==> config.mk <==
export PLATFORM = sky130hd
export DESIGN_NAME = mxint8_block_quantize
export DESIGN_NICKNAME = d
export VERILOG_FILES = /design/src/rtl/mxint8_block_quantize_pkg.sv /design/src/rtl/mxint8_element_quantize.sv /design/src/rtl/mxint8_block_quantize.sv
export SDC_FILE = /design/constraint.sdc
export NUM_CORES = 2
export LEC_CHECK = 0
export BUFFER_PORTS_ARGS = -buffer_cell sky130_fd_sc_hd__buf_2
export CORE_MARGIN = 4
export CORE_UTILIZATION = 30
export DETAILED_ROUTE_END_ITERATION = 7
export HOLD_SLACK_MARGIN = 0.03
export SETUP_SLACK_MARGIN = 0.2
export SLEW_MARGIN = 25
export SYNTH_ARGS = -nofsm -noshare
export SYNTH_HDL_FRONTEND = slang
export SYNTH_SLANG_ARGS = --single-unit
==> constraint.sdc <==
create_clock -name i_clk -period 18 [get_ports i_clk]
set_input_delay 3.6 -clock i_clk [delete_from_list [all_inputs] [get_ports i_clk]]
set_output_delay 3.6 -clock i_clk [all_outputs]
set_load 0.1 [all_outputs]
==> src/rtl/mxint8_block_quantize_pkg.sv <==
// Shared constants for the MXINT8 block quantizer: float32 field layout,
// MXINT8 element format, E8M0 NaN scale and FSM state encodings.
package mxint8_block_quantize_pkg;

    localparam int FLOAT32_WIDTH        = 32;
    localparam int FLOAT_SIGN_BIT       = 31;
    localparam int FLOAT_EXP_MSB        = 30;
    localparam int FLOAT_EXP_LSB        = 23;
    localparam int FLOAT_MANT_WIDTH     = 23;

    localparam int SCALE_WIDTH          = 8;
    localparam int MXINT8_ELEMENT_WIDTH = 8;
    localparam int MXINT8_FRAC_BITS     = 6;

    localparam logic [MXINT8_ELEMENT_WIDTH-1:0] MXINT8_MAX_MAG = 8'd127;
    localparam logic [SCALE_WIDTH-1:0]          SCALE_NAN      = 8'hFF;

    localparam logic [1:0] ST_COLLECT = 2'd0;
    localparam logic [1:0] ST_CONVERT = 2'd1;
    localparam logic [1:0] ST_OUTPUT  = 2'd2;

endpackage

==> src/rtl/mxint8_element_quantize.sv <==
// Combinational float32 -> MXINT8 (1.6 two's complement) conversion against a
// shared E8M0 scale, with round-to-nearest-even and saturation to +/-127.
module mxint8_element_quantize
    import mxint8_block_quantize_pkg::*;
(
    input  logic [FLOAT32_WIDTH-1:0]        i_float32,
    input  logic [SCALE_WIDTH-1:0]          i_scale,
    output logic [MXINT8_ELEMENT_WIDTH-1:0] o_element
);

    logic                            sign;
    logic [7:0]                      expField;
    logic [FLOAT_MANT_WIDTH:0]       sig;
    logic [8:0]                      totalShift;
    logic [FLOAT_MANT_WIDTH:0]       kept;
    logic [FLOAT_MANT_WIDTH:0]       rem;
    logic [FLOAT_MANT_WIDTH:0]       half;
    logic [FLOAT_MANT_WIDTH:0]       rounded;
    logic                            roundUp;
    logic [MXINT8_ELEMENT_WIDTH-1:0] mag;

    // The element keeps 6 fraction bits, so the 24-bit significand is shifted
    // right by (23-6) plus the exponent gap to the shared scale.
    always_comb begin
        sign       = i_float32[FLOAT_SIGN_BIT];
        expField   = i_float32[FLOAT_EXP_MSB:FLOAT_EXP_LSB];
        sig        = {1'b1, i_float32[FLOAT_MANT_WIDTH-1:0]};
        totalShift = 9'(FLOAT_MANT_WIDTH - MXINT8_FRAC_BITS) + {1'b0, i_scale - expField};
        kept       = '0;
        rem        = '0;
        half       = '0;
        rounded    = '0;
        roundUp    = 1'b0;
        mag        = '0;

        if (expField == 8'd0 || expField == SCALE_NAN) begin
            mag = '0;
        end else if (expField > i_scale) begin
            mag = MXINT8_MAX_MAG;
        end else if (totalShift >= 9'(FLOAT_MANT_WIDTH + 2)) begin
            mag = '0;
        end else begin
            kept    = sig >> totalShift;
            rem     = sig & ((24'd1 << totalShift) - 24'd1);
            half    = 24'd1 << (totalShift - 9'd1);
            roundUp = (rem > half) || ((rem == half) && kept[0]);
            rounded = kept + 24'(roundUp);
            // Rounding 1.111... up at shift 0 reaches 2.0; saturate instead of bumping the scale.
            mag     = (rounded > 24'(MXINT8_MAX_MAG)) ? MXINT8_MAX_MAG : rounded[7:0];
        end

        o_element = sign ? (~mag + 8'd1) : mag;
    end

endmodule

==> src/rtl/mxint8_block_quantize.sv <==
// Streaming MXINT8 block quantizer: collects BLOCK_SIZE float32 values, derives
// the shared scale from the largest exponent, converts one element per cycle.
module mxint8_block_quantize
    import mxint8_block_quantize_pkg::*;
#(
    parameter int BLOCK_SIZE = 32,
    parameter int CNT_WIDTH  = $clog2(BLOCK_SIZE)
) (
    input  logic                            i_clk,
    input  logic                            i_rst,
    input  logic                            i_valid,
    output logic                            o_ready,
    input  logic [FLOAT32_WIDTH-1:0]        i_float32,
    output logic                            o_valid,
    input  logic                            i_ready,
    output logic [SCALE_WIDTH-1:0]          o_scale,
    output logic [MXINT8_ELEMENT_WIDTH-1:0] o_mxint8_elements [BLOCK_SIZE]
);

    localparam logic [CNT_WIDTH-1:0] LAST_INDEX = CNT_WIDTH'(BLOCK_SIZE - 1);

    logic [1:0]                      state_q, state_d;
    logic [CNT_WIDTH-1:0]            index_q, index_d;
    logic [SCALE_WIDTH-1:0]          maxExp_q, maxExp_d;
    logic                            nanSeen_q, nanSeen_d;
    logic [SCALE_WIDTH-1:0]          scale_q, scale_d;
    logic [FLOAT32_WIDTH-1:0]        buffer_q   [BLOCK_SIZE];
    logic [MXINT8_ELEMENT_WIDTH-1:0] elements_q [BLOCK_SIZE];

    logic [7:0]                      inExp;
    logic                            accept;
    logic [MXINT8_ELEMENT_WIDTH-1:0] quantElement;

    assign inExp   = i_float32[FLOAT_EXP_MSB:FLOAT_EXP_LSB];
    assign o_ready = (state_q == ST_COLLECT);
    assign o_valid = (state_q == ST_OUTPUT);
    assign accept  = o_ready && i_valid;
    assign o_scale = scale_q;
    assign o_mxint8_elements = elements_q;

    mxint8_element_quantize u_quant (
        .i_float32 (buffer_q[index_q]),
        .i_scale   (maxExp_q),
        .o_element (quantElement)
    );

    always_comb begin
        state_d   = state_q;
        index_d   = index_q;
        maxExp_d  = maxExp_q;
        nanSeen_d = nanSeen_q;
        scale_d   = scale_q;

        case (state_q)
            ST_COLLECT: begin
                if (i_valid) begin
                    index_d = index_q + 1'b1;
                    if (inExp > maxExp_q) maxExp_d = inExp;
                    if (inExp == SCALE_NAN) nanSeen_d = 1'b1;
                    if (index_q == LAST_INDEX) begin
                        index_d = '0;
                        state_d = ST_CONVERT;
                    end
                end
            end
            ST_CONVERT: begin
                index_d = index_q + 1'b1;
                if (index_q == LAST_INDEX) begin
                    index_d = '0;
                    scale_d = nanSeen_q ? SCALE_NAN : maxExp_q;
                    state_d = ST_OUTPUT;
                end
            end
            ST_OUTPUT: begin
                // Scale tracking restarts here so the next block never sees a stale maximum.
                if (i_ready) begin
                    state_d   = ST_COLLECT;
                    maxExp_d  = '0;
                    nanSeen_d = 1'b0;
                end
            end
            default: state_d = ST_COLLECT;
        endcase
    end

    always_ff @(posedge i_clk or posedge i_rst) begin
        if (i_rst) begin
            state_q   <= ST_COLLECT;
            index_q   <= '0;
            maxExp_q  <= '0;
            nanSeen_q <= 1'b0;
            scale_q   <= '0;
        end else begin
            state_q   <= state_d;
            index_q   <= index_d;
            maxExp_q  <= maxExp_d;
            nanSeen_q <= nanSeen_d;
            scale_q   <= scale_d;
        end
    end

    always_ff @(posedge i_clk) begin
        if (accept) buffer_q[index_q] <= i_float32;
    end

    // NaN anywhere in the block makes every element a don't-care; drive zero.
    always_ff @(posedge i_clk or posedge i_rst) begin
        if (i_rst) begin
            for (int i = 0; i < BLOCK_SIZE; i++) elements_q[i] <= '0;
        end else if (state_q == ST_CONVERT) begin
            elements_q[index_q] <= nanSeen_q ? '0 : quantElement;
        end
    end

endmodule

==> results.md <==
- Die Wd: 426 um
- First drt pass iteration count: 5
- Max_slew headroom: 25.7%
- Cts hold-fix bufs: 0
- Final Net Count: 3542
- Grt ovf: 0
- Top cells by area, synth: edfxtp_1 59%, dfrtp_1 13%, mux4_2 9.4%
- Status: finished clean
- Dpl ws: a little under 7 ns
- Async set-or-reset flop fraction in the synthesized netlist: 21.5%
- Most frequent cell after synthesis: edfxtp_1
- CTS max path bufs: 3
- Avg Inst Size Synth: 16.8 um^2
- Row count: 153
- Hold WC Path Type: flop to flop
- DR WL/cell: 25.4 um
- Hold Crit Start: o_mxint8_elements[20]
- Total track usage: ~16%
- Worst reg2reg setup slack: between 6 and 7 ns
- Setup bufs post-CTS: 0
- TritonCTS Buffers: 130
- Area after DPL: 0.0570 mm^2
- Filler cells: 16400
- RSZ-0062 raised after global routing: no
- Synth area leader: edfxtp_1
- Antenna violations before repair: 14
- Clk slew on worst S/H paths: 0.06 ns
- Hold path cells: 2
- Final period utilization: 63.1%
- Via count: around 30000
- Global placement routability congestion: 0.877
- Syn Inst Count: 3123
- Die height: 426 um
- CP Max Fanout: 34
- RR Startpoint: index_q[0]
- Root Buffer: clkbuf_16
- Number of port buffers: 301
- Worst setup path category: flop to flop
- First-pass GRT wire length: 214000 um
- CP max stage delay: 0.88 ns
- Fmax: 88.0 MHz
- Worst EP arrival: about 12 ns
- Post-route cell area: between 0.06 and 0.07 mm^2
- Worst-margin pin slew: 1.11 ns
- Die area: 0.182 mm^2
- Ports: slightly above 300
- Initial DRC count: 2947
- Reg area: 0.0378 mm^2
- DR vias/cell: 5.10
- Initial Util: 30.2%
- Final Setup Violations: 0
- Residual DRC: 0
- TritonCTS clock tree: done
- CTS H-Tree Depth: 4
- Multi-input gate area: 0.0141 mm^2
- RR Endpoint: o_mxint8_elements[62]
- Synth warn: 0
- Layout cell share with drive strength beyond 1: about a quarter
- Final hold violations: 0
- Sink Count: 1304
- Setup TNS: 0 ns
- Crit-path slowest cell: dfrtp_4
- Synth top area share: 58.5%
- Post-synth EDFFs: 1024
- Register area share after synthesis: ~72%
- Synth-to-Final Area Change: 16.8%
- Final Critical Period: 11.36 ns
- Final hold slack: ~0.47 ns
- Most instantiated cells after synthesis: 1024 x edfxtp_1, 349 x nand2_1, 280 x dfrtp_1, 219 x mux4_2
- Final wirelength: 150000 um
- R2R cell count: 40
- Core ar.: roughly 0.17 mm^2
- Vias in the first global route: between 20000 and 30000
- Final Max Tran Viols: 0
- Worst skew pair latency: 0.76 ns
- Max Cap Violations: 0
- Top FF cell, synth: edfxtp_1
- Final clock skew: approximately 0.026 ns
- Antenna Nets Post-Route: 0
- Final setup margin: 6.64 ns
- Critical path buffers and inverters: 4
- Final HPWL from detailed placement: 92900 um
- Required time of the critical path: 18.60 ns
- Post-synth cell types: 89
- FF+latch count, synth: 1304
- Critical Path Source Type: flop
- Largest net degree at the start of global routing: 156
- Cell family with most CP delay: compound AO/OA/AOI/OAI gates
- Resized cells post-CTS: 0
- Crit path capture type: flop
- Cell area after synthesis: 0.0525 mm^2
- Hold endpoint: o_mxint8_elements[20]
flip-flops by register name (all words and copies together) (netlist names):
register,cells
o_mxint8_elements,256
state_q,2
buffer_q,1024
nanSeen_q,1
o_scale,8
index_q,5
maxExp_q,8
logic make-up after synthesis:
kind of cell | synth area share (%)
flip-flops | 71.9
AND/OR/NAND/NOR | 5.73
AO/OA/AOI/OAI | 7.04
multiplexers | 12.0
buffers and inverters | 1.86
adder cells (fa/ha/maj) | 1.25
XOR/XNOR | 0.267
other | 0.0143
layout by cell type, fill, tap and decap left out, types with 9 or more instances in the layout:
cell / netlist / layout
ha_1: 51 / 51
bufinv_16: 0 / 11
o21a_1: 12 / 12
o31ai_2: 30 / 30
inv_1: 24 / 23
clkbuf_8: 0 / 10
mux2_2: 13 / 13
nand4_1: 22 / 22
nor2_4: 0 / 32
a22oi_1: 67 / 67
a21oi_1: 47 / 47
o31ai_1: 69 / 69
o22ai_1: 30 / 30
clkbuf_1: 108 / 24
buf_4: 10 / 69
nor2_1: 91 / 58
nand2b_1: 15 / 15
nand3_1: 38 / 38
mux2i_1: 116 / 116
o21ai_1: 101 / 101
xnor2_1: 10 / 9
dfrtp_1: 280 / 276
clkinv_2: 0 / 22
clkbuf_16: 0 / 135
nor4_1: 10 / 10
conb_1: 2 / 9
nand2_1: 349 / 348
o211ai_1: 11 / 11
edfxtp_1: 1024 / 1024
nor3_1: 30 / 30
nor2b_1: 15 / 15
mux4_2: 219 / 219
buf_2: 43 / 301
clkinv_1: 0 / 18
and2_1: 14 / 14
o21ai_0: 116 / 116
worst register-to-register path: cells and delay by family, from the launching register on:
| family | cells | cell delay [ns] |
|---|---|---|
| compound gates | 15 | 2.68 |
| simple gates | 13 | 2.67 |
| fa+ha+maj | 5 | 2.11 |
| buf+inv | 4 | 1.84 |
| flops | 1 | 0.88 |
| mux | 2 | 0.85 |
| xor+xnor | 1 | 0.19 |
cell type report:
class	instances	area share [%]
timing repair buffer	374	3.44
antenna	5	0.0204
clock buffer	169	5.88
clock inverter	68	1.13
tap	2325	4.74
sequential	1304	61.6
multi-input combinational	1620	23.0
inverter	24	0.159
how the worst max path moves through the flow:
stage,startpoint,endpoint,cells after the start
after floorplan,i_rst,index_q[0],1
after global routing,index_q[0],o_mxint8_elements[62],40
after global placement,index_q[0],o_mxint8_elements[62],40
after detailed placement,index_q[0],o_mxint8_elements[62],40
final,index_q[0],o_mxint8_elements[62],40
after CTS,index_q[0],o_mxint8_elements[62],40
per-layer routing:
layer  vias up  part of all wire, %  wire, um  track usage (%)
met3       199                  7.1     10600             3.00
met2      1151                   49     73100             26.8
li1      13000                    -         -                -
met5         -                0.037        55                0
met1     15700                   42     62100             21.6
met4         8                  2.4      3560             4.58
stage by stage:
| step | util, % | instances |
|---|---|---|
| after floorplan | - | 3130 |
| final | 35.2 | 5889 |
| after global placement | 32.7 | 5646 |
| after global routing | 35.2 | 5885 |
| after detailed placement | 32.7 | 5646 |
| after CTS | 35.2 | 5883 |
Power is left out: the tool's default activity adds up to more than one toggle a clock period on the data nets, which glitch-free logic cannot reach.
